==> src/rtl/m68k_bus_pkg.sv <==
// Shared definitions for the 68K bus target: register offsets, FSM states
// and the status word layout.
package m68k_bus_pkg;

   localparam logic [1:0] OFS_DATA    = 2'd0;
   localparam logic [1:0] OFS_STATUS  = 2'd1;
   localparam logic [1:0] OFS_SCRATCH = 2'd2;
   localparam logic [1:0] OFS_ID      = 2'd3;

   typedef enum logic [1:0] {IDLE, WAIT, ACK, REL} state_e;

   localparam int ST_OVERFLOW   = 15;
   localparam int ST_INBOX_FULL = 14;
   localparam int ST_FIFO_FULL  = 13;
   localparam int ST_FIFO_EMPTY = 12;

   function automatic logic [15:0] pack_status(input logic       ovf,
                                               input logic       inbox_full,
                                               input logic       fifo_full,
                                               input logic       fifo_empty,
                                               input logic [3:0] count);
      logic [15:0] s;
      s                = '0;
      s[ST_OVERFLOW]   = ovf;
      s[ST_INBOX_FULL] = inbox_full;
      s[ST_FIFO_FULL]  = fifo_full;
      s[ST_FIFO_EMPTY] = fifo_empty;
      s[3:0]           = count;
      return s;
   endfunction

endpackage

==> src/rtl/m68k_bus_target_if.sv <==
// 68K bus pins shared by the bus initiator (master side) and this target.
interface m68k_bus_target_if;
   import m68k_bus_pkg::*;

   logic [23:1] m68k_a;
   logic [15:0] m68k_d_in;
   logic [15:0] m68k_d_out;
   logic        m68k_d_oe;
   logic        m68k_as_n;
   logic        m68k_uds_n;
   logic        m68k_lds_n;
   logic        m68k_rw;
   logic        m68k_dtack_n;
   logic        m68k_dtack_oe;

   modport master (
      output m68k_a, m68k_d_in, m68k_as_n, m68k_uds_n, m68k_lds_n, m68k_rw,
      input  m68k_d_out, m68k_d_oe, m68k_dtack_n, m68k_dtack_oe
   );

   modport slave (
      input  m68k_a, m68k_d_in, m68k_as_n, m68k_uds_n, m68k_lds_n, m68k_rw,
      output m68k_d_out, m68k_d_oe, m68k_dtack_n, m68k_dtack_oe
   );

endinterface

==> src/rtl/m68k_target_fifo.sv <==
// 68K-to-Pi word FIFO; pushes into a full FIFO are dropped and flagged sticky.
module m68k_target_fifo
   import m68k_bus_pkg::*;
#(
   parameter int unsigned DW = 16,
   parameter int unsigned AW = 2
) (
   input  logic          c7m,
   input  logic          op_reqrst,
   input  logic          push,
   input  logic [DW-1:0] push_data,
   input  logic          pop,
   input  logic          clr_overflow,
   output logic [DW-1:0] rdata,
   output logic          full,
   output logic          empty,
   output logic [AW:0]   count,
   output logic          overflow
);

   logic [DW-1:0] mem [2**AW];
   logic [AW-1:0] wr_ptr_q, wr_ptr_d, rd_ptr_q, rd_ptr_d;
   logic [AW:0]   count_q, count_d;
   logic          ovf_q, ovf_d;
   logic          do_push, do_pop;

   assign empty    = (count_q == '0);
   assign full     = (count_q == (AW+1)'(2**AW));
   assign count    = count_q;
   assign overflow = ovf_q;
   assign rdata    = mem[rd_ptr_q];

   // A pop frees the slot in the same cycle, so push+pop on a full FIFO is accepted.
   assign do_pop  = pop && !empty;
   assign do_push = push && (!full || do_pop);

   always_comb begin
      // NOTE: every comb output gets a default first so no latch is inferred.
      wr_ptr_d = wr_ptr_q;
      rd_ptr_d = rd_ptr_q;
      count_d  = count_q;
      ovf_d    = ovf_q;
      if (do_push) wr_ptr_d = wr_ptr_q + 1'b1;
      if (do_pop)  rd_ptr_d = rd_ptr_q + 1'b1;
      if (do_push && !do_pop)      count_d = count_q + 1'b1;
      else if (!do_push && do_pop) count_d = count_q - 1'b1;
      if (push && !do_push) ovf_d = 1'b1;
      else if (clr_overflow) ovf_d = 1'b0;
   end

   // NOTE: non-blocking assignments for all state so every flop samples pre-edge values.
   always_ff @(posedge c7m or posedge op_reqrst) begin
      if (op_reqrst) begin
         wr_ptr_q <= '0;
         rd_ptr_q <= '0;
         count_q  <= '0;
         ovf_q    <= 1'b0;
      end else begin
         wr_ptr_q <= wr_ptr_d;
         rd_ptr_q <= rd_ptr_d;
         count_q  <= count_d;
         ovf_q    <= ovf_d;
      end
   end

   // NOTE: storage is not reset; count/pointers alone define which words are valid.
   always_ff @(posedge c7m) begin
      if (do_push) mem[wr_ptr_q] <= push_data;
   end

endmodule

==> src/rtl/m68k_bus_target.sv <==
// 68K bus responder: decodes a 16-byte window, answers with DTACK and bridges
// words to the Pi through a FIFO (68K->Pi) and an inbox register (Pi->68K).
module m68k_bus_target
   import m68k_bus_pkg::*;
#(
   parameter logic [19:0] BASE_A          = 20'hEE000,
   parameter int unsigned WAIT_STATES     = 1,
   parameter int unsigned FIFO_DEPTH_LOG2 = 2,
   parameter logic [15:0] ID_WORD         = 16'hC0DE
) (
   input  logic                    c7m,
   input  logic                    op_reqrst,
   m68k_bus_target_if.slave        bus,
   input  logic                    pi_pop,
   output logic [15:0]             pi_rdata,
   output logic                    pi_empty,
   input  logic                    pi_inbox_wr,
   input  logic [15:0]             pi_inbox_data,
   output logic                    pi_inbox_full
);

   state_e      state_q, state_d;
   logic [2:0]  cnt_q, cnt_d;
   logic        as_q, uds_q, lds_q, rw_q;
   logic [23:1] a_q;
   logic        dtack_oe_q, dtack_oe_d, dtack_n_q, dtack_n_d;
   logic        d_oe_q, d_oe_d;
   logic [15:0] d_out_q, d_out_d;
   logic        access_q, access_d;
   logic [15:0] scratch_q, scratch_d;
   logic [15:0] inbox_data_q, inbox_data_d;
   logic        inbox_full_q, inbox_full_d;

   logic        hit, ds_any, acc_rd, acc_wr, fifo_push, clr_ovf;
   logic        fifo_full, fifo_ovf;
   logic [FIFO_DEPTH_LOG2:0] fifo_count;
   logic [1:0]  ofs;
   logic [15:0] rd_word;
   logic        unused_a3;

   assign unused_a3 = a_q[3];
   assign hit       = !as_q && (a_q[23:4] == BASE_A);
   assign ofs       = a_q[2:1];
   assign ds_any    = !uds_q || !lds_q;
   assign acc_rd    = access_q && rw_q;
   assign acc_wr    = access_q && !rw_q;
   assign fifo_push = acc_wr && (ofs == OFS_DATA);
   assign clr_ovf   = acc_rd && (ofs == OFS_STATUS);

   m68k_target_fifo #(.DW(16), .AW(FIFO_DEPTH_LOG2)) u_fifo (
      .c7m          (c7m),
      .op_reqrst    (op_reqrst),
      .push         (fifo_push),
      .push_data    (bus.m68k_d_in),
      .pop          (pi_pop),
      .clr_overflow (clr_ovf),
      .rdata        (pi_rdata),
      .full         (fifo_full),
      .empty        (pi_empty),
      .count        (fifo_count),
      .overflow     (fifo_ovf)
   );

   always_comb begin
      rd_word = ID_WORD;
      unique case (ofs)
         OFS_DATA:    rd_word = inbox_data_q;
         OFS_STATUS:  rd_word = pack_status(fifo_ovf, inbox_full_q, fifo_full,
                                            pi_empty, 4'(fifo_count));
         OFS_SCRATCH: rd_word = scratch_q;
         OFS_ID:      rd_word = ID_WORD;
      endcase
   end

   // Bus FSM; outputs are computed for the next state so they leave flops.
   always_comb begin
      state_d    = state_q;
      cnt_d      = cnt_q;
      dtack_oe_d = dtack_oe_q;
      dtack_n_d  = dtack_n_q;
      d_oe_d     = d_oe_q;
      d_out_d    = d_out_q;
      access_d   = 1'b0;
      unique case (state_q)
         IDLE: begin
            dtack_oe_d = 1'b0;
            dtack_n_d  = 1'b1;
            d_oe_d     = 1'b0;
            if (hit) begin
               state_d = WAIT;
               cnt_d   = 3'(WAIT_STATES);
               d_oe_d  = rw_q;
               d_out_d = rd_word;
            end
         end
         WAIT: begin
            if (as_q) begin
               state_d = IDLE;
               d_oe_d  = 1'b0;
            end else begin
               d_out_d = rd_word;
               if (cnt_q != 3'd0) begin
                  cnt_d = cnt_q - 3'd1;
               end else if (rw_q || ds_any) begin
                  state_d    = ACK;
                  dtack_oe_d = 1'b1;
                  dtack_n_d  = 1'b0;
                  access_d   = 1'b1;
               end
            end
         end
         ACK: begin
            if (as_q) begin
               state_d   = REL;
               dtack_n_d = 1'b1;
               d_oe_d    = 1'b0;
            end
         end
         REL: begin
            state_d    = IDLE;
            dtack_oe_d = 1'b0;
            dtack_n_d  = 1'b1;
         end
      endcase
   end

   // Access side effects land on the first ACK cycle (access_q); Pi writes beat 68K clears.
   always_comb begin
      scratch_d    = scratch_q;
      inbox_data_d = inbox_data_q;
      inbox_full_d = inbox_full_q;
      if (acc_wr && (ofs == OFS_SCRATCH)) begin
         if (!uds_q) scratch_d[15:8] = bus.m68k_d_in[15:8];
         if (!lds_q) scratch_d[7:0]  = bus.m68k_d_in[7:0];
      end
      if (pi_inbox_wr) begin
         inbox_data_d = pi_inbox_data;
         inbox_full_d = 1'b1;
      end else if (acc_rd && (ofs == OFS_DATA)) begin
         inbox_full_d = 1'b0;
      end
   end

   always_ff @(posedge c7m or posedge op_reqrst) begin
      if (op_reqrst) begin
         as_q         <= 1'b1;
         uds_q        <= 1'b1;
         lds_q        <= 1'b1;
         rw_q         <= 1'b1;
         a_q          <= '0;
         state_q      <= IDLE;
         cnt_q        <= '0;
         dtack_oe_q   <= 1'b0;
         dtack_n_q    <= 1'b1;
         d_oe_q       <= 1'b0;
         d_out_q      <= '0;
         access_q     <= 1'b0;
         scratch_q    <= '0;
         inbox_data_q <= '0;
         inbox_full_q <= 1'b0;
      end else begin
         as_q         <= bus.m68k_as_n;
         uds_q        <= bus.m68k_uds_n;
         lds_q        <= bus.m68k_lds_n;
         rw_q         <= bus.m68k_rw;
         a_q          <= bus.m68k_a;
         state_q      <= state_d;
         cnt_q        <= cnt_d;
         dtack_oe_q   <= dtack_oe_d;
         dtack_n_q    <= dtack_n_d;
         d_oe_q       <= d_oe_d;
         d_out_q      <= d_out_d;
         access_q     <= access_d;
         scratch_q    <= scratch_d;
         inbox_data_q <= inbox_data_d;
         inbox_full_q <= inbox_full_d;
      end
   end

   assign bus.m68k_dtack_oe = dtack_oe_q;
   assign bus.m68k_dtack_n  = dtack_n_q;
   assign bus.m68k_d_oe     = d_oe_q;
   assign bus.m68k_d_out    = d_out_q;
   assign pi_inbox_full     = inbox_full_q;

endmodule

==> src/flat_wrapper.sv <==
// flat-port wrapper written by rule: the top's interface ports become plain ports
module m68k_bus_target_flat import m68k_bus_pkg::*;
#(
   parameter logic [19:0] BASE_A          = 20'hEE000,
   parameter int unsigned WAIT_STATES     = 1,
   parameter int unsigned FIFO_DEPTH_LOG2 = 2,
   parameter logic [15:0] ID_WORD         = 16'hC0DE
)
  (c7m, op_reqrst, pi_pop, pi_rdata, pi_empty, pi_inbox_wr, pi_inbox_data, pi_inbox_full, bus_m68k_a, bus_m68k_d_in, bus_m68k_as_n, bus_m68k_uds_n, bus_m68k_lds_n, bus_m68k_rw, bus_m68k_d_out, bus_m68k_d_oe, bus_m68k_dtack_n, bus_m68k_dtack_oe);
  m68k_bus_target_if bus_i ();
  input  logic c7m;
  input  logic op_reqrst;
  input  logic pi_pop;
  output logic [15:0] pi_rdata;
  output logic pi_empty;
  input  logic pi_inbox_wr;
  input  logic [15:0] pi_inbox_data;
  output logic pi_inbox_full;
  input wire logic [$bits(bus_i.m68k_a)-1:0] bus_m68k_a;
  input wire logic [$bits(bus_i.m68k_d_in)-1:0] bus_m68k_d_in;
  input wire logic [$bits(bus_i.m68k_as_n)-1:0] bus_m68k_as_n;
  input wire logic [$bits(bus_i.m68k_uds_n)-1:0] bus_m68k_uds_n;
  input wire logic [$bits(bus_i.m68k_lds_n)-1:0] bus_m68k_lds_n;
  input wire logic [$bits(bus_i.m68k_rw)-1:0] bus_m68k_rw;
  output wire logic [$bits(bus_i.m68k_d_out)-1:0] bus_m68k_d_out;
  output wire logic [$bits(bus_i.m68k_d_oe)-1:0] bus_m68k_d_oe;
  output wire logic [$bits(bus_i.m68k_dtack_n)-1:0] bus_m68k_dtack_n;
  output wire logic [$bits(bus_i.m68k_dtack_oe)-1:0] bus_m68k_dtack_oe;
  assign bus_i.m68k_a = bus_m68k_a;
  assign bus_i.m68k_d_in = bus_m68k_d_in;
  assign bus_i.m68k_as_n = bus_m68k_as_n;
  assign bus_i.m68k_uds_n = bus_m68k_uds_n;
  assign bus_i.m68k_lds_n = bus_m68k_lds_n;
  assign bus_i.m68k_rw = bus_m68k_rw;
  assign bus_m68k_d_out = bus_i.m68k_d_out;
  assign bus_m68k_d_oe = bus_i.m68k_d_oe;
  assign bus_m68k_dtack_n = bus_i.m68k_dtack_n;
  assign bus_m68k_dtack_oe = bus_i.m68k_dtack_oe;
  m68k_bus_target #(.BASE_A(BASE_A), .WAIT_STATES(WAIT_STATES), .FIFO_DEPTH_LOG2(FIFO_DEPTH_LOG2), .ID_WORD(ID_WORD)) u_core (.c7m(c7m), .op_reqrst(op_reqrst), .bus(bus_i), .pi_pop(pi_pop), .pi_rdata(pi_rdata), .pi_empty(pi_empty), .pi_inbox_wr(pi_inbox_wr), .pi_inbox_data(pi_inbox_data), .pi_inbox_full(pi_inbox_full));
endmodule
==> config.mk <==
export PLATFORM = sky130hd
export DESIGN_NAME = m68k_bus_target_flat
export DESIGN_NICKNAME = d
export VERILOG_FILES = /design/src/rtl/m68k_bus_pkg.sv /design/src/rtl/m68k_bus_target_if.sv /design/src/rtl/m68k_target_fifo.sv /design/src/rtl/m68k_bus_target.sv /design/src/flat_wrapper.sv
export SDC_FILE = /design/constraint.sdc
export NUM_CORES = 1
export LEC_CHECK = 0
export BUFFER_PORTS_ARGS = -buffer_cell sky130_fd_sc_hd__buf_4
export CELL_PAD_IN_SITES_DETAIL_PLACEMENT = 0
export CELL_PAD_IN_SITES_GLOBAL_PLACEMENT = 1
export CORE_UTILIZATION = 29
export DETAILED_ROUTE_END_ITERATION = 6
export GPL_TIMING_DRIVEN = 0
export PLACE_DENSITY_LB_ADDON = 0.1
export SLEW_MARGIN = 20
export SYNTH_ARGS = -nofsm -noshare
export SYNTH_HDL_FRONTEND = slang
export SYNTH_SLANG_ARGS = --single-unit
==> constraint.sdc <==
create_clock -name c7m -period 2.3 [get_ports c7m]
set_clock_uncertainty 0.1 [all_clocks]
set_input_delay 0 -clock c7m [delete_from_list [all_inputs] [get_ports c7m]]
set_output_delay 0 -clock c7m [all_outputs]
set_load 0.02 [all_outputs]
### After elaboration in Yosys (flattened, before gate mapping)

Memory sizes are Yosys's and may differ from the RTL's.
Index checks and enable logic that the tools add are counted.

| word-level totals | value |
|---|---|
| register bits after elaboration | 93 |
| bits in writable memories | 64 |
| bits of input ports | 63 |
| output and inout port bits | 37 |
| word-level logic and storage cells | 126 |
| memories | 1 |

Memory list:

| memory | words | bits a word | rd ports | clocked after memory_dff | write ports | line | source |
|---|---|---|---|---|---|---|---|
| u_core.u_fifo.mem | 4 | 16 | 1 | 0 | 1 | m68k_target_fifo.sv:21 | `logic [DW-1:0] mem [2**AW];` |

| operators by class | value |
|---|---|
| $add $sub $neg | 5 |
| equality and inequality tests | 17 |
| muxes and demuxes | 38 |
| bitwise logic cells | 2 |
| reductions and logical operators | 43 |

Operator list:

| kind | number |
|---|---|
| 16-bit one-hot mux with 4 select lines | 1 |
| 16-bit two-way mux | 2 |
| 16-bit one-hot mux with 2 select lines | 1 |
| 20-bit equality test, second input constant | 1 |
| 1-bit two-way mux | 19 |
| 4-bit AND reduction | 4 |
| 3-bit two-way mux | 5 |
| 1-bit logical AND | 12 |
| 2-bit nonzero test | 6 |
| 2-bit two-way mux | 5 |
| 2-bit by 1-bit != test with 1-bit output, second input constant | 5 |
| 2-bit equality test, second input constant | 4 |
| 1-bit logical NOT | 8 |
| 2-bit one-hot mux with 4 select lines | 1 |
| 3-bit one-hot mux with 2 select lines | 1 |
| 2-bit AND reduction | 3 |
| 3-bit by 1-bit subtractor with 3-bit output, second input constant | 2 |
| 2-bit by 1-bit adder with 2-bit output, second input constant | 2 |
| 2-bit by 1-bit equality test with 1-bit output, second input constant | 2 |
| 2-bit logical NOT | 2 |
| 2-bit != test, second input constant | 2 |
| 1-bit one-hot mux with 2 select lines | 2 |
| 2-bit OR reduction | 2 |
| 3-bit by 1-bit adder with 3-bit output, second input constant | 1 |
| other kinds (9) | 12 |

### Logic depth before layout (Yosys ltp)

Gate-level depths: netlist (run 1).

| depth | value |
|---|---|
| depth after elaboration | 9 |
| gate-level depth with buffers | 8 |
| gate-level depth less buffers | 8 |

### Cells and area by module

From an unflattened synthesis (run 1), not the netlist that was laid out.

| second synthesis, totals | value |
|---|---|
| cells, all modules | 392 |
| area total of the unflattened synthesis | 6,223.5 µm² |

Modules (own cells, without submodules):

| module | times used | cells each | area each (µm²) | sequential area each (µm²) |
|---|---|---|---|---|
| m68k_bus_target | 1 | 267 | 3,430.8 | 2,108.3 |
| m68k_target_fifo | 1 | 125 | 2,792.7 | 2,122.0 |

### Least setup slack after synthesis (run 1)

OpenSTA, ideal clock, no wires.

| timing path | value |
|---|---|
| path kind | register -> register |
| start | register u_core.u_fifo.count_q[2] (netlist: u_core.u_fifo.count[2]) |
| end | register u_core.u_fifo.count_q[2] (netlist: u_core.u_fifo.count[2]) |
| setup time | 79 ps |
| arrival | 2,314 ps |
| data required time | 2,121 ps |
| slack | -193 ps |
| cell stages (with the launch flop) | 9 |
| buffers on the path | 0 |
| clock period less this slack | 2,493 ps |
| path through | dfrtp_1 nor4b_1 nor4_1 ha_1 inv_1 fa_1 xor2_1 nor2_1 xor2_1 |

| on the way | value |
|---|---|
| longest elaborated chain between the ends | 8 |
| elaborated cells between the ends (all ways) | 16 |
| classes of those cells | add/sub (2); eq/ne (1); mux (2); reduce/logical (11) |

Ends and longest elaborated chain:

| what | line | source |
|---|---|---|
| start: declaration | m68k_target_fifo.sv:23 | `logic [AW:0] count_q, count_d;` |
| start signal: assignment | m68k_target_fifo.sv:61 | `count_q <= count_d;` |
| 3-bit logical NOT | m68k_target_fifo.sv:27 | `assign empty = (count_q == '0);` |
| 1-bit logical NOT | m68k_target_fifo.sv:34 | `assign do_pop = pop && !empty;` |
| 1-bit logical AND | m68k_target_fifo.sv:34 |  |
| 1-bit logical OR * | m68k_target_fifo.sv:35 | `assign do_push = push && (!full \|\| do_pop);` |
| 1-bit logical AND * | m68k_target_fifo.sv:35 |  |
| net u_core.u_fifo.do_push | m68k_target_fifo.sv:25 | `logic do_push, do_pop;` |
| 1-bit logical NOT | m68k_target_fifo.sv:46 | `else if (!do_push && do_pop) count_d = count_q - 1'b1;` |
| 1-bit logical AND | m68k_target_fifo.sv:46 |  |
| 2-bit nonzero test (no line) | -- |  |

Mark *: on every way through the listed nets, which the timed path passes. The rest lies on a longest branch. The select of a mux whose other input is x is not followed.
A chain may end at the register's enable or synchronous reset.

### Worst setup path after layout (run 1)

| timing path | value |
|---|---|
| start | register u_core.a_q[9] in the netlist's numbering |
| end | register u_core.d_out_q[8] (netlist: u_core.bus.m68k_d_out[8]) |

| on the way | value |
|---|---|
| longest elaborated chain between the ends | 4 |

Ends and longest elaborated chain:

| what | line | source |
|---|---|---|
| start: declaration | m68k_bus_target.sv:25 | `logic [23:1] a_q;` |
| start signal: assignment | m68k_bus_target.sv:166 | `a_q <= bus.m68k_a;` |
| 20-bit equality test | m68k_bus_target.sv:42 | `assign hit = !as_q && (a_q[23:4] == BASE_A);` |
| 1-bit logical AND | m68k_bus_target.sv:42 |  |
| 2-bit by 1-bit != test with 1-bit output (no line) | -- |  |
| 3-bit AND reduction (no line) | -- |  |
| end signal: assignment | m68k_bus_target.sv:172 | `d_out_q <= d_out_d;` |
| end: declaration | m68k_bus_target.sv:28 | `logic [15:0] d_out_q, d_out_d;` |

Every way passes these cells.

==> results of run 1 <==
-- metrics by stage --
step / TNS (ps) / hold WS (ps) / instances
4_1_cts: 0 / 15.6 / 853
3_3_place_gp: -21060 / 9.25 / 756
2_1_floorplan: 0 / -95.5 / 384
3_5_place_dp: -23610 / -134 / 759
6_report: 0 / 36.3 / 852
5_1_grt: 0 / 56.6 / 852
-- state kept, by name (all words and copies together) (netlist names), 2 cells and up, named ones only --
register / count
u_core.a_q: 22
u_core.scratch_q: 16
u_core.u_fifo.rd_ptr_q: 2
u_core.cnt_q: 3
u_core.u_fifo.wr_ptr_q: 2
u_core.u_fifo.mem: 64
u_core.bus.m68k_d_out: 16
u_core.u_fifo.count: 3
u_core.inbox_data_q: 16
-- layout make-up --
type | instances | area (um2)
Clock inverter | 10 | 118
Inverter | 15 | 60.1
Timing Repair Buffer | 163 | 1430
Buffer | 12 | 71.3
Tap cell | 275 | 344
Clock buffer | 22 | 454
Fill cell | 1977 | 12500
Multi-Input combinational cell | 199 | 1930
Sequential cell | 156 | 4230
-- metal layers --
metal / global-route usage / part of all wire / vias up
li1: - / - / 1771
met1: 0.175 / 0.44 / 1910
met2: 0.225 / 0.49 / 88
met3: 0.0374 / 0.047 / 17
met4: 0.0526 / 0.016 / 0
met5: 0 / 0 / -
-- cell usage after synthesis (2+ instances only) --
cell       count  share of area
nor2b_1        5         0.0050
mux2_4         4         0.0096
nand2b_1       4         0.0040
a31oi_1        2         0.0020
dfrtp_1       87           0.35
buf_1          3         0.0018
nor3_1         2         0.0016
inv_1         15         0.0090
dfstp_2        5          0.021
edfxtp_1      64           0.31
mux4_2        16          0.058
nand2_1       17          0.010
o21ai_0       14          0.011
clkbuf_1       7         0.0042
mux2_2        46          0.083
buf_2          3         0.0024
nand3b_1       3         0.0036
nand3_1        2         0.0016
nor2_1        17          0.010
ha_1          11          0.022
xor2_1         2         0.0028
o22ai_1        7         0.0070
xnor2_1        4         0.0056
and2_1         4         0.0040
o2bb2ai_1      2         0.0028
mux2i_1       13          0.021
a21oi_1        5         0.0040
-- final timing paths --
check                                           end  slack, ps  cells past startpoint
min                         u_core.inbox_data_q[11]         40                      2
max reg2reg                u_core.bus.m68k_d_out[8]        110                      6
max in group asynchronous   u_core.bus.m68k_dtack_n        820                      6
min in group asynchronous  u_core.bus.m68k_d_out[1]        580                      4
min reg2reg                 u_core.inbox_data_q[13]        400                      1
max                        u_core.bus.m68k_d_out[8]        110                      6
-- kinds of logic after synthesis --
kind of cell | synth area share
XOR/XNOR | 0.00842
multiplexers | 0.171
AND/OR/NAND/NOR | 0.0588
AO/OA/AOI/OAI | 0.0375
flip-flops | 0.678
adder cells (fa/ha/maj) | 0.0253
buffers and inverters | 0.0207
-- what timing repair did --
action,CTS,global route
endpoints found under the setup margin,91,14
endpoints found under the hold margin,212,0
resized for setup,8,5
hold buffers,61,0
setup buffers,2,0
pin swaps,2,0
-- where the power goes --
| group | switching [uW] | internal (uW) |
|---|---|---|
| Sequential | 267 | 3240 |
| Clock | 1090 | 1630 |
| Combinational | 1250 | 1280 |
==> flow_summary_export.csv, run 1 <==
group,metric,value,unit
synthesis,ys_seq_elements,156,
floorplanning,ios,100,
synthesis,syn-cell-area,6240,um2
synthesis,avgSynthCellArea,16.2,um2
clocking,cts_sinks,156,
setup_path,worst_ep_required_time,2500,ps
setup_path,path_buf_inv,1,
setup_path,worstPathMaxFanout,8,
timing,layout_setup_ws,107,ps
synthesis,async_reset_ff_frac,0.590,
floorplanning,num_rows,53,
placed_design,placed_cell_area,7390,um2
global_routing,antenna_found_initial,0,
power_and_ir_drop,power_density,1010,nW/um2
setup_path,crit_path_max_incr_delay,550,ps
synthesis,synth_cell_types,47,
placed_design,portBuffers,97,
cells_and_area,layout.nets,639,
cells_and_area,fin_area,8630,um2
floorplanning,die_w,149,um
cells_and_area,post-route-util,0.409,
timing,hold_viol,0,
synthesis,synth_edf_count,64,
setup_path,cp-start-kind,"register",
clocking,cts.clk_slew.worst_paths,60,ps
setup_path,startpoint,"u_core.a_q[9]",
placed_design,dpl.hpwl,9950,um
power_and_ir_drop,p_leak,0.00354,uW
timing,layout_min_cycle_time,2190,ps
cells_and_area,diodes,0,
clocking,cts_tree,"yes",
setup_path,critPathTopFamily,"simple AND/OR/NAND/NOR gates",
synthesis,synth_ff_type,"dfrtp_1",
routing,drt_drc_violations_left,0,
timing,worstMarginPinSlew,833,ps
cells_and_area,drive_above_1_share,0.383,
outcome,outcome,"finished, final reports clean",
synthesis,ys_seq_area_frac,0.678,
clocking,root_buffer,"clkbuf_16",
global_routing,grt_max_degree,31,
run,drv_cap,0,
floorplanning,initial_core_util,0.296,
timing,rsz0062_at_grt,"false",
routing,wirelength,14100,um
floorplanning,die_height,149,um
cells_and_area,final_common_cell,"buf_4",
clocking,htreeDepth,4,
placed_design,place.gp.congestion,0.716,
routing,via_per_inst,4.44,
timing,timing.final.crit_share,0.953,
setup_path,critPathKind,"register to register",
setup_path,worstSetupEndpointType,"register",
cells_and_area,area_delta_synth_final,38.3,%
worst_hold_path,min-delay-start,"pi_inbox_wr",
setup_path,arrival,2390,ps
placed_design,dp_slack,-371,ps
power_and_ir_drop,power,8760,uW
routing,drt_first_pass_iters,4,
global_routing,gr-usage-all-layers,0.138,
routing,postRouteAntennaNets,0,
clocking,clk_latency,420,ps
timing,finalSetupViolCount,0,
global_routing,grt_remaining_overflow,0,
setup_path,path_cells,"or4_4 > nor4_4 > nand3_2 > o21ai_4 > buf_12 > mux2_2",
setup_path,crit_slowest_cell,"or4_4",
timing,fmax,0.456,GHz
clocking,cts_buffers,17,
power_and_ir_drop,ir_worst_vdd,545,uV
setup_path,r2r_start,"u_core.a_q[9]",
global_routing,grt_pass1_wl,22400,um
routing,wl_per_cell,16.6,um
floorplanning,dieArea,22100,um2
routing,drt_iter0_markers,162,
timing,slew_headroom,0.443,
worst_hold_path,hold_class,"primary input to register",
routing,vias,3786,
synthesis,synthesis.nets,459,
synthesis,yosys_warnings,0,
floorplanning,coreArea,21100,um2
synthesis,syn_inst,384,
cells_and_area,most-common-layout-cells,"buf_4 (99), dfrtp_1 (86), edfxtp_1 (64)",
clocking,clockBufferDepth,2,
timing,drv_slew,0,
global_routing,grt_pass1_vias,4031,
(Power assumes the default switching activity.)
==> inputs of run 2 (changes only) <==
--- a/config.mk
+++ b/config.mk
@@ -12,6 +12,7 @@
 export DETAILED_ROUTE_END_ITERATION = 6
 export GPL_TIMING_DRIVEN = 0
 export PLACE_DENSITY_LB_ADDON = 0.1
+export REMOVE_ABC_BUFFERS = 1
 export SLEW_MARGIN = 20
 export SYNTH_ARGS = -nofsm -noshare
 export SYNTH_HDL_FRONTEND = slang
==> constraint.sdc (replaced) <==
create_clock -name c7m -period 2.3 [get_ports c7m]
set_clock_uncertainty 0.1 [all_clocks]
set_input_delay 0 -clock c7m [delete_from_list [all_inputs] [get_ports c7m]]
set_output_delay 0 -clock c7m [all_outputs]
set_load 0.005 [all_outputs]
==> run 2 against run 1 <==
Effect of this change: global-route usage is 0.72 points lower; clock-buffer cell count down 5; design area grew 1.8%; wire length is 2.3% lower; sequential share of layout area shrank 0.74 points; final cell count is 1.6% higher; critical endpoint is now u_core.bus.m68k_d_out[9]; highest routed layer unchanged.
==> flow_summary_export.csv, run 2 (synthesis gave the netlist of run 1 again) <==
group,metric,value,unit
outcome,outcome,"finished, final reports clean",
timing,layout_min_cycle_time,2210,ps
power_and_ir_drop,p_seq_frac,0.443,
global_routing,gr-usage-all-layers,0.131,
setup_path,cp-start-kind,"register",
cells_and_area,final_common_cell,"buf_4",
floorplanning,die_w,149,um
global_routing,grt_max_degree,73,
global_routing,grt_remaining_overflow,0,
power_and_ir_drop,swShare,0.283,
global_routing,grt_pass1_vias,4021,
timing,slew_headroom,0.452,
setup_path,path_buf_inv,1,
power_and_ir_drop,power_density,939,nW/um2
power_and_ir_drop,p_leak,0.00362,uW
routing,drt_first_pass_iters,4,
clocking,htreeDepth,4,
floorplanning,ios,100,
clocking,root_buffer,"clkbuf_16",
placed_design,portBuffers,98,
global_routing,grt_pass1_wl,21400,um
cells_and_area,multiInputGateArea,1930,um2
setup_path,critPathTopFamily,"simple AND/OR/NAND/NOR gates",
worst_hold_path,hold_class,"primary input to register",
cells_and_area,area_delta_synth_final,40.8,%
cells_and_area,fin_area,8790,um2
timing,drv_slew,0,
floorplanning,dieArea,22100,um2
timing,finalSetupViolCount,0,
setup_path,critPathKind,"register to register",
cells_and_area,top_register,"u_core.u_fifo.mem",
routing,postRouteAntennaNets,0,
cells_and_area,layout.nets,653,
setup_path,arrival,2410,ps
timing,worstMarginPinSlew,822,ps
routing,wl_per_cell,16.0,um
power_and_ir_drop,p_int,5910,uW
cells_and_area,diodes,0,
clocking,cts_buffers,17,
run,drv_cap,0,
setup_path,worst_ep_required_time,2500,ps
setup_path,crit_slowest_cell,"or4_4",
clocking,clk_latency,420,ps
power_and_ir_drop,ir_worst_vdd,566,uV
clocking,cts_sinks,156,
clocking,clockBufferDepth,2,
clocking,cts_tree,"yes",
routing,vias,3797,
routing,via_per_inst,4.38,
timing,timing.final.crit_share,0.959,
cells_and_area,drive_above_1_share,0.394,
setup_path,path_cells,"or4_4 > nor4_4 > nand3_2 > o21ai_4 > buf_12 > mux2_2",
placed_design,dpl.hpwl,8830,um
setup_path,crit_path_max_incr_delay,550,ps
power_and_ir_drop,combPwrFrac,0.245,
floorplanning,initial_core_util,0.296,
routing,wirelength,13800,um
cells_and_area,largestRegisters,"u_core.u_fifo.mem (64), u_core.a_q (22)",
global_routing,antenna_found_initial,0,
cells_and_area,seq_area,4240,um2
timing,finalSetupTns,0,ps
floorplanning,die_height,149,um
placed_design,place.gp.congestion,0.673,
power_and_ir_drop,net-switching-power,2330,uW
timing,hold_viol,0,
routing,drt_iter0_markers,126,
cells_and_area,nFillCells,1965,
timing,rsz0062_at_grt,"false",
placed_design,placed_cell_area,7280,um2
cells_and_area,largest_register_ff_count,64,
timing,fmax,0.453,GHz
setup_path,worstSetupEndpointType,"register",
routing,drt_drc_violations_left,0,
cells_and_area,most-common-layout-cells,"buf_4 (107), dfrtp_1 (81), dlygate4sd3_1 (78)",
clocking,cts.clk_slew.worst_paths,60,ps
floorplanning,num_rows,53,
floorplanning,coreArea,21100,um2
setup_path,worstPathMaxFanout,10,
power_and_ir_drop,clkPwrFrac,0.311,
[run 2: repair_timing]
item | CTS | global route
pin swaps | 1 | 1
endpoints found under the setup margin | 97 | 2
setup buffers | 3 | 9
hold buffers | 78 | 0
resized for setup | 15 | 3
endpoints found under the hold margin | 217 | 0
[run 2: path summary, 6_finish.rpt]
path | from | endpoint | slack [ps] | depth (start not counted)
worst min-delay path | bus_m68k_a[12] | u_core.a_q[13] | 130 | 2
worst min register to register | u_core.scratch_q[3] | u_core.scratch_q[3] | 400 | 1
worst max register to register | u_core.a_q[9] | u_core.bus.m68k_d_out[9] | 90 | 6
worst max-delay path | u_core.a_q[9] | u_core.bus.m68k_d_out[9] | 90 | 6
min in group asynchronous | op_reqrst | u_core.a_q[10] | 580 | 4
max in group asynchronous | op_reqrst | u_core.a_q[2] | 850 | 5
[run 2: metal layers]
layer	routed length [um]	share of wire	GRT usage
met4	167	0.012	0.0464
met2	6780	0.49	0.216
met5	0	0	0
met3	646	0.047	0.0362
met1	6230	0.45	0.165
[run 2: power groups by stage]
stage	registers, uW	clock network [uW]	logic (uW)
CTS	3680	2640	2040
finish	3660	2570	2020
floorplan	3580	0	1060
global placement	3700	0	1820
global route	3740	2750	2220
detailed placement	3710	0	1850
[run 2: layout make-up]
cell class,instances,share of cell area
sequential,156,0.483
multi-input combinational,199,0.220
timing repair buffer,189,0.189
clock buffer,17,0.0484
tap,275,0.0392
clock inverter,15,0.0132
inverter,15,0.00698
[run 2: through the flow]
step / setup WS, ps / cells / power [uW] / utilization / hold WS (ps)
2_1_floorplan: -367 / 370 / 4650 / - / -95.5
3_3_place_gp: -1420 / 743 / 5520 / 0.344 / 8.93
3_5_place_dp: -999 / 744 / 5560 / 0.345 / -150
4_1_cts: 3.27 / 857 / 8360 / 0.413 / 110
5_1_grt: 6.21 / 866 / 8700 / 0.417 / 119
6_report: 94.0 / 866 / 8250 / 0.417 / 126
==> inputs of run 3 (changes only) <==
--- a/config.mk
+++ b/config.mk
@@ -13,6 +13,7 @@
 export GPL_TIMING_DRIVEN = 0
 export PLACE_DENSITY_LB_ADDON = 0.1
 export REMOVE_ABC_BUFFERS = 1
+export SETUP_SLACK_MARGIN = 0.15
 export SLEW_MARGIN = 20
 export SYNTH_ARGS = -nofsm -noshare
 export SYNTH_HDL_FRONTEND = slang
==> constraint.sdc (replaced) <==
create_clock -name c7m -period 2.63 [get_ports c7m]
set_clock_uncertainty 0.1 [all_clocks]
set_input_delay 0 -clock c7m [delete_from_list [all_inputs] [get_ports c7m]]
set_output_delay 0 -clock c7m [all_outputs]
set_load 0.005 [all_outputs]
==> run 3 against run 2 <==
Effect of this change: maximum frequency down 5.2%; first-iteration DRC count up 4.8%; combinational power down 14%; non-clock buffer count down 9; sequential share of layout area up 0.48 points; sequential power down 13%; worst setup slack better by 210 ps; core utilization down 0.47 points; global-route usage unchanged; clock power down 13%; critical path type unchanged.
==> flow_summary_export.csv, run 3 (synthesis gave the netlist of run 1 again) <==
group,metric,value,unit
routing,drt_first_pass_iters,4,
routing,wl_per_cell,15.7,um
floorplanning,die_height,149,um
setup_path,cp-start-kind,"register",
global_routing,grt_max_degree,73,
run,drv_cap,0,
timing,layout_setup_ws,303,ps
global_routing,grt_busiest_layer,"met2",
clocking,htreeDepth,4,
clocking,cts_sinks,156,
timing,drv_slew,0,
routing,drt_iter0_markers,132,
routing,wirelength,13400,um
power_and_ir_drop,ir_worst_vdd,494,uV
timing,finalSetupViolCount,0,
power_and_ir_drop,p_leak,0.00357,uW
placed_design,dp_slack,-669,ps
timing,hold_slack,127,ps
worst_hold_path,min_to,"u_core.a_q[13]",
setup_path,worstSetupEndpointType,"register",
placed_design,place.gp.congestion,0.673,
placed_design,dpl.hpwl,8830,um
global_routing,use_met1,0.164,
placed_design,portBuffers,98,
global_routing,grt_pass1_vias,4016,
power_and_ir_drop,power,7160,uW
worst_hold_path,hold_path_depth,2,
setup_path,worstPathMaxFanout,22,
cells_and_area,largest_register_ff_count,64,
global_routing,grt_pass1_wl,21400,um
routing,postRouteAntennaNets,0,
global_routing,antenna_found_initial,0,
floorplanning,die_w,149,um
worst_hold_path,hold_class,"primary input to register",
clocking,root_buffer,"clkbuf_16",
floorplanning,dieArea,22100,um2
setup_path,reg2reg_to,"u_core.u_fifo.count[2]",
routing,vias,3762,
power_and_ir_drop,power_density,824,nW/um2
timing,finalSetupTns,0,ps
setup_path,r2r_start,"u_core.a_q[2]",
timing,timing.final.crit_share,0.885,
timing,slew_headroom,0.450,
timing,fmax,0.430,GHz
setup_path,critPathKind,"register to register",
cells_and_area,post-route-util,0.412,
cells_and_area,diodes,0,
timing,rsz0062_at_grt,"false",
routing,drt_drc_violations_left,0,
cells_and_area,top_register,"u_core.u_fifo.mem",
clocking,clk_latency,420,ps
global_routing,met2_usage,0.216,
outcome,outcome,"finished, final reports clean",
timing,worstMarginPinSlew,825,ps
setup_path,r2r_slack,300,ps
floorplanning,ios,100,
clocking,clockBufferDepth,2,
cells_and_area,most-common-layout-cells,"buf_4 (99), dfrtp_1 (84), dlygate4sd3_1 (78)",
cells_and_area,layout.nets,644,
routing,via_per_inst,4.39,
global_routing,met3_usage,0.0362,
setup_path,arrival,2570,ps
timing,hold_viol,0,
cells_and_area,largestRegisters,"u_core.u_fifo.mem (64), u_core.a_q (22)",
setup_path,rr_worst_depth,8,
floorplanning,coreArea,21100,um2
cells_and_area,final_common_cell,"buf_4",
clocking,cts_tree,"yes",
cells_and_area,area_delta_synth_final,39.2,%
worst_hold_path,min-delay-start,"bus_m68k_a[12]",
clocking,cts_buffers,17,
global_routing,gr-usage-all-layers,0.131,
setup_path,worst_ep_required_time,2870,ps
cells_and_area,drive_above_1_share,0.378,
floorplanning,initial_core_util,0.296,
clocking,cts.clk_slew.worst_paths,60,ps
timing,layout_min_cycle_time,2330,ps
global_routing,grt_remaining_overflow,0,
floorplanning,num_rows,53,
==> run 3: through the flow <==
stage	cell area, um2	std cells
3_5_place_dp	7280	744
3_3_place_gp	7250	743
2_1_floorplan	6170	370
6_report	8690	857
4_1_cts	8680	857
5_1_grt	8690	857
==> run 3: per-layer routing <==
metal / up-vias / wire length [um]
li1: 1790 / -
met1: 1870 / 6080
met2: 91 / 6520
met3: 11 / 681
met4: 0 / 166
met5: - / 0
==> run 3: cell type report <==
| type | instances | area [um2] |
|---|---|---|
| clock buffers | 17 | 425 |
| clock inverters | 15 | 116 |
| fillers | 1972 | 12400 |
| inverters | 15 | 61.3 |
| multi-input cells | 199 | 1910 |
| flip-flops and latches | 156 | 4240 |
| well taps | 275 | 344 |
| repair buffers | 180 | 1590 |
==> run 3: worst max-delay path, cell delays in order (launching register included) <==
cell	delay [ps]
dfrtp_4	600
nand2b_1	240
nor4_4	180
ha_1	230
inv_1	60
fa_1	370
xor2_1	170
nor2_1	120
xor2_1	150
==> run 3: worst max-delay path by stage <==
stage / endpoint / depth (start not counted) / slack (ps) / from
3_3_place_gp: u_core.bus.m68k_d_out[3] / 2 / -1090 / op_reqrst
3_5_place_dp: u_core.u_fifo.count[2] / 8 / -670 / u_core.a_q[2]
6_report: u_core.u_fifo.count[2] / 8 / 300 / u_core.a_q[2]
4_1_cts: u_core.u_fifo.count[2] / 8 / 120 / u_core.u_fifo.count[0]
5_1_grt: u_core.u_fifo.count[2] / 8 / 150 / u_core.a_q[2]
2_1_floorplan: u_core.u_fifo.count[2] / 8 / -40 / u_core.a_q[2]
==> run 3: power by group <==
part	internal [uW]	switching [uW]	leakage, uW
clock	1220	1020	0.000262
combinational	1090	640	0.00161
sequential	2830	352	0.00170
total	5150	2010	0.00357
==> run 3: what timing repair did <==
action	in CTS	in global routing
endpoints found under the setup margin	75	2
gates cloned	0	0
setup buffers	3	0
gates resized for setup	9	2
hold buffers	78	0
pin swaps	1	0
hold endpoints to repair	217	0
